[src/rtl/display_raster_out.sv]
// display_raster_out: walks the frame buffer in raster order and emits a timed pixel stream with sync.
// Latency: pix_valid/pix_data follow frame_rd_en by one cycle; frames run back-to-back while enable is high.
// No backpressure: the sink takes one pixel per active cycle; timing words are sampled at frame start only.
module display_raster_out #(
  parameter int DW = 8,
  parameter int AW = 16,
  parameter int TW = 10
) (
  input  logic          clk,
  input  logic          reset,
  input  logic          enable,
  input  logic [TW-1:0] HBOut_PD,
  input  logic [TW-1:0] VBOut_PD,
  input  logic [TW-1:0] AIPOut_PD,
  input  logic [TW-1:0] AILOut_PD,
  output logic          frame_rd_en,
  output logic [AW-1:0] frame_rd_addr,
  input  logic [DW-1:0] frame_rd_data,
  output logic [DW-1:0] pix_data,
  output logic          pix_valid,
  output logic          hsync,
  output logic          vsync,
  output logic [TW-1:0] line_cnt,
  output logic          frame_done,
  output logic          cfg_err
);
  // Product is wide enough for any TW-bit operands, so the size limit can never alias.
  localparam int PW = (2 * TW > AW + 1) ? 2 * TW : AW + 1;

  typedef enum logic [1:0] {IDLE, VBLANK, HBLANK, ACTIVE} state_t;

  state_t        state, state_nxt;
  logic [TW-1:0] hb_q, vb_q, aip_q, ail_q;
  logic [TW-1:0] hb_nxt, vb_nxt, aip_nxt, ail_nxt;
  logic [TW-1:0] col_q, col_nxt, row_q, row_nxt;
  logic [AW-1:0] addr_q, addr_nxt;
  logic          vseg_q, vseg_nxt;
  logic          lstart_q, lstart_nxt;
  logic          err_q, err_nxt;
  logic          pv_q, done_q;
  logic          last_rd;
  logic          go_frame, go_vb, go_act;
  logic [PW-1:0] area;
  logic          cfg_ok;

  assign area    = PW'(AIPOut_PD) * PW'(AILOut_PD);
  assign cfg_ok  = (AIPOut_PD != '0) && (AILOut_PD != '0) && (area <= (PW'(1) << AW));
  assign last_rd = (state == ACTIVE) && (col_q == aip_q - 1'b1) && (row_q == ail_q - 1'b1);

  always_ff @(posedge clk) begin
    if (reset) begin
      state    <= IDLE;
      hb_q     <= '0;
      vb_q     <= '0;
      aip_q    <= '0;
      ail_q    <= '0;
      col_q    <= '0;
      row_q    <= '0;
      addr_q   <= '0;
      vseg_q   <= 1'b0;
      lstart_q <= 1'b0;
      err_q    <= 1'b0;
      pv_q     <= 1'b0;
      done_q   <= 1'b0;
    end else begin
      state    <= state_nxt;
      hb_q     <= hb_nxt;
      vb_q     <= vb_nxt;
      aip_q    <= aip_nxt;
      ail_q    <= ail_nxt;
      col_q    <= col_nxt;
      row_q    <= row_nxt;
      addr_q   <= addr_nxt;
      vseg_q   <= vseg_nxt;
      lstart_q <= lstart_nxt;
      err_q    <= err_nxt;
      pv_q     <= (state == ACTIVE);
      done_q   <= last_rd;
    end
  end

  always_comb begin
    state_nxt  = state;
    hb_nxt     = hb_q;
    vb_nxt     = vb_q;
    aip_nxt    = aip_q;
    ail_nxt    = ail_q;
    col_nxt    = col_q;
    row_nxt    = row_q;
    addr_nxt   = addr_q;
    vseg_nxt   = vseg_q;
    lstart_nxt = 1'b0;
    err_nxt    = err_q;
    go_frame   = 1'b0;
    go_vb      = 1'b0;
    go_act     = 1'b0;

    case (state)
      IDLE: begin
        if (enable) begin
          if (cfg_ok) go_frame = 1'b1;
          else        err_nxt  = 1'b1;
        end
      end
      // vseg_q selects the HB part (0) or the blanked AIP part (1) of a VB line.
      VBLANK: begin
        col_nxt = col_q + 1'b1;
        if (!vseg_q && col_q == hb_q - 1'b1) begin
          vseg_nxt = 1'b1;
          col_nxt  = '0;
        end else if (vseg_q && col_q == aip_q - 1'b1) begin
          if (row_q == vb_q - 1'b1) begin
            row_nxt = '0;
            go_act  = 1'b1;
          end else begin
            row_nxt = row_q + 1'b1;
            go_vb   = 1'b1;
          end
        end
      end
      HBLANK: begin
        col_nxt = col_q + 1'b1;
        if (col_q == hb_q - 1'b1) begin
          state_nxt = ACTIVE;
          col_nxt   = '0;
        end
      end
      ACTIVE: begin
        addr_nxt = addr_q + 1'b1;
        col_nxt  = col_q + 1'b1;
        if (col_q == aip_q - 1'b1) begin
          if (row_q == ail_q - 1'b1) begin
            addr_nxt  = '0;
            row_nxt   = '0;
            state_nxt = IDLE;
            if (enable) begin
              if (cfg_ok) go_frame = 1'b1;
              else        err_nxt  = 1'b1;
            end
          end else begin
            row_nxt = row_q + 1'b1;
            go_act  = 1'b1;
          end
        end
      end
      default: state_nxt = IDLE;
    endcase

    if (go_frame) begin
      hb_nxt   = HBOut_PD;
      vb_nxt   = VBOut_PD;
      aip_nxt  = AIPOut_PD;
      ail_nxt  = AILOut_PD;
      addr_nxt = '0;
      row_nxt  = '0;
      go_vb    = (VBOut_PD != '0);
      go_act   = (VBOut_PD == '0);
    end
    // hb_nxt is the freshly latched HB on a frame start, otherwise the running value.
    if (go_vb) begin
      state_nxt  = VBLANK;
      col_nxt    = '0;
      vseg_nxt   = (hb_nxt == '0);
      lstart_nxt = 1'b1;
    end
    if (go_act) begin
      state_nxt  = (hb_nxt == '0) ? ACTIVE : HBLANK;
      col_nxt    = '0;
      lstart_nxt = 1'b1;
    end
  end

  assign frame_rd_en   = (state == ACTIVE);
  assign frame_rd_addr = addr_q;
  assign pix_valid     = pv_q;
  assign pix_data      = pv_q ? frame_rd_data : '0;
  assign hsync         = lstart_q;
  assign vsync         = (state == VBLANK);
  assign line_cnt      = (state == HBLANK || state == ACTIVE) ? row_q : '0;
  assign frame_done    = done_q;
  assign cfg_err       = err_q;

endmodule
[config.mk]
export PLATFORM = sky130hd
export DESIGN_NAME = display_raster_out
export DESIGN_NICKNAME = d
export VERILOG_FILES = /design/src/rtl/display_raster_out.sv
export SDC_FILE = /design/constraint.sdc
export NUM_CORES = 1
export LEC_CHECK = 0
export CAP_MARGIN = 20
export CORE_UTILIZATION = 59
export CTS_CLUSTER_SIZE = 12
export DETAILED_ROUTE_END_ITERATION = 7
export PLACE_DENSITY = 0.87
export SETUP_SLACK_MARGIN = 0.1
export SLEW_MARGIN = 10
export SYNTH_ARGS = -nofsm -noshare
export SYNTH_HDL_FRONTEND = slang
export SYNTH_SLANG_ARGS = --single-unit
[constraint.sdc]
create_clock -name clk -period 6.85 [get_ports clk]
set_clock_uncertainty 0.1 [all_clocks]
set_input_delay 0.685 -clock clk [delete_from_list [all_inputs] [get_ports clk]]
set_output_delay 0.685 -clock clk [all_outputs]
set_load 0.05 [all_outputs]
==> impl_results.md, run 1 <==
- Status: finished, final reports clean
- Syn Nets: 1270
- Final Util: 73.68%
- Synth top area cells: dfxtp_1 19%, fa_1 14%, ha_1 9.5%, xnor2_1 5.3%, nand2_1 4.7%
- TritonCTS Buffers: 9
- Die H: 123.2 µm
- Power Density: 405.8 nW/µm²
- Finished Cell Area: 10390 µm²
- Synth warn: 0
- Post-route setup TNS: 0 ns
- Final net count: 1357
- Worst-path cell chain: clkdlybuf4s50_1, buf_12, nand2_1, fa_1, fa_1, inv_1, ha_1, inv_1, fa_1, inv_1, fa_1, ha_1, and2_1, a221oi_2, buf_4, a21oi_1, or3_1, a221oi_1, nand4b_1, buf_4, a21oi_4, buf_12, a211o_2, nor2_1
- Final wirelength: 22.61 mm
- Asr flop ratio synth: 0%
- Clock sinks: 83
- Sequential share of power: 16.0%
- F_max: 0.1545 GHz
- Leading area contributor after synthesis: dfxtp_1
- TritonCTS clock tree: done
- Synth top area share: 19.16%
- Core area: 14100 µm²
- Delay of the slowest critical-path stage: 0.52 ns
- Post-synth EDFFs: 0
- Setup violations, final: 0
- Crit. End Element: flop
- Sequential cell area: 1662 µm²
- Row cnt: 43
- Routed vias/inst: 6.081
- Count of cell types in the netlist: 68
- Register bit total from synthesis: 83
- Die Area: 15190 µm²
- Register area share after synthesis: 19.16%
- Hold Slack: 0.3936 ns
- Vias: 8288
- Slew margin rel.: 24.89%
- Layout cells sized above 1: 8.115%
- Crit path max-delay family: adder cells
- Largest net degree at the start of global routing: 50
- Area Overhead vs Synth: 19.75%
- Area after DPL: 9975 µm²
- Initial Utilization: 61.53%
- First-pass GRT wire length: 38.56 mm
- Avg Cell Area, Syn: 7.950 µm²
- Clock period minus final worst setup slack: 6.473 ns
- CP startpoint kind: input port
- GRT Overall Usage: 31.83%
- Final Hold Viols: 0
- Drt wl/cell: 16.59 µm
- Pin slew with the least headroom to its limit: 1.117 ns
- Clock Tree Buf Depth: 2
- DRT Pass-1 Iters: 6
- Ant. Diodes: 0
- Placer congestion estimate: 0.9353
- Data arrival, critical path: 6.60 ns
- Comb power frac: 70.5%
- Detail Placement HPWL: 17.26 mm
- Initial antenna violation count: 0
- Setup Crit Path Kind: input port to flop
- IO Pins: 91
- Vias in the first global route: 8172
- Root buf cell: clkbuf_16
- Drt drc: 0
- Iteration-0 DRC Markers: 690
- Clock network fraction of design power: 13.5%
- CTS H-Tree Depth: 3
- Synth cell count leaders: 108 x nand2_1, 83 x dfxtp_1, 80 x inv_1
- Top-count cell post-synth: nand2_1
- Period utilization: 94.50%
- Crit path top cell by count: fa_1
- Worst min path class: flop to flop
- Maxcap violations: 0
- Post-CTS setup buffers: 0
- RSZ-0062 raised after global routing: false
- Critical Path RT: 6.98 ns
- Clock transition at path regs: 0.06 ns
- Grt ovf: 0
- Layout fillers: 1038
- Leakage: 0.004372 µW
- Post-DRT Antenna Nets: 0
- Worst Path Buf+Inv: 8
- Psw: 2025 µW
- Hold-fix buffers, CTS: 0
- Multi-input logic area: 6460 µm²
- Internal power: 2190 µW
- PortBufs: 90
- Gate Count Post-Synth: 1091
- Crit path max fanout: 14
- Switching power share of the total: 48.05%
- Cell area after synthesis: 8673 µm²
- Max rail drop VDD: 327.7 µV
- Pwr Total: 4215 µW
- Ys flop type: dfxtp_1
- Slowest CP cell: fa_1
- Latest clock arrival within the worst-skew pair: 0.35 ns
- Die Wd: 123.2 µm
- Slew Limit Fails: 0
==> state kept, by name, summed over array words and instances, names as in the netlist, 2 cells and up <==
name / cells
frame_rd_addr: 16
ail_q: 10
aip_q: 10
col_q: 10
hb_q: 10
row_q: 10
vb_q: 10
state: 2
==> through the flow <==
step / instances / setup slack [ns]
global placement: 1347 / -0.007342
detailed placement: 1347 / -0.2741
CTS: 1363 / 0.1527
floorplan: 1091 / 0.5801
global route: 1363 / 0.1015
finish: 1363 / 0.3768
==> final cells by class <==
class	instances	area share (%)
Tap cell	180	2.168
Clock inverter	6	1.084
Timing Repair Buffer	145	13.32
Sequential cell	83	16.00
Clock buffer	10	2.301
Multi-Input combinational cell	858	62.20
Inverter	81	2.927
==> logic make-up after synthesis <==
family / share of synthesized area, %
AND/OR/NAND/NOR: 24.19
AO/OA/AOI/OAI: 15.71
buffers and inverters: 6.852
adder cells (fa/ha/maj): 23.83
XOR/XNOR: 9.896
flip-flops: 19.16
multiplexers: 0.3606
==> metal layers <==
metal	GRT usage, %	share of wire, %	up-vias
met1	41.05	41	3934
met2	53.53	48	359
met5	0	0	-
met4	11.30	2.5	0
li1	-	-	3932
met3	5.443	7.9	63
==> power groups by stage <==
stage                     combinational (µW)  sequential (µW)  clock, µW
after floorplan                         2070              653          0
after CTS                               2900              671        570
after global placement                  2790              677          0
after detailed placement                2860              680          0
after global routing                    3290              688        591
final                                   2970              673        570
==> cell usage in the layout, fill, tap and decap left out, types with 7 or more instances in the layout <==
cell	n
clkbuf_16	9
xor2_1	46
or3_1	7
clkdlybuf4s50_1	77
and3_1	13
dlymetal6s2s_1	12
a21o_1	15
or4_1	10
nand4_1	11
buf_4	51
fa_1	62
dfxtp_1	83
a31oi_1	9
o21ai_0	63
nand2_1	108
xnor2_1	52
nor4_1	12
ha_1	64
nor3_1	35
nand3_1	62
nand2b_1	8
nor2b_1	19
nor2_1	57
and2_1	47
inv_1	80
a21oi_1	64
==> repair_timing <==
item,CTS,global route
endpoints found under the setup margin,6,81
gates resized for setup,1,21
pin swaps,0,1
endpoints found under the hold margin,0,0
==> worst paths after layout <==
check	startpoint	endpoint	cells after the start	slack, ns
min	aip_q[9]	aip_q[9]	2	0.39
max reg2reg	aip_q[0]	frame_rd_addr[12]	12	2.76
min reg2reg	aip_q[9]	aip_q[9]	2	0.39
max	AIPOut_PD[5]	frame_rd_addr[12]	24	0.38
==> worst register-to-register path, delay by kind of cell, from the launching register on <==
kind / cells / cell delay [ns]
AO/OA/AOI/OAI: 5 / 1.41
adder cells (fa/ha/maj): 1 / 0.21
buffers and inverters: 2 / 0.48
flip-flops: 1 / 0.35
AND/OR/NAND/NOR: 4 / 1.41
Power figures use the tool's default switching activity.
==> inputs of run 2 (changes only) <==
- CTS_CLUSTER_SIZE: 12 -> not set
==> results of run 2 <==
Final layout, timing and power as in run 1 (identical DEF).
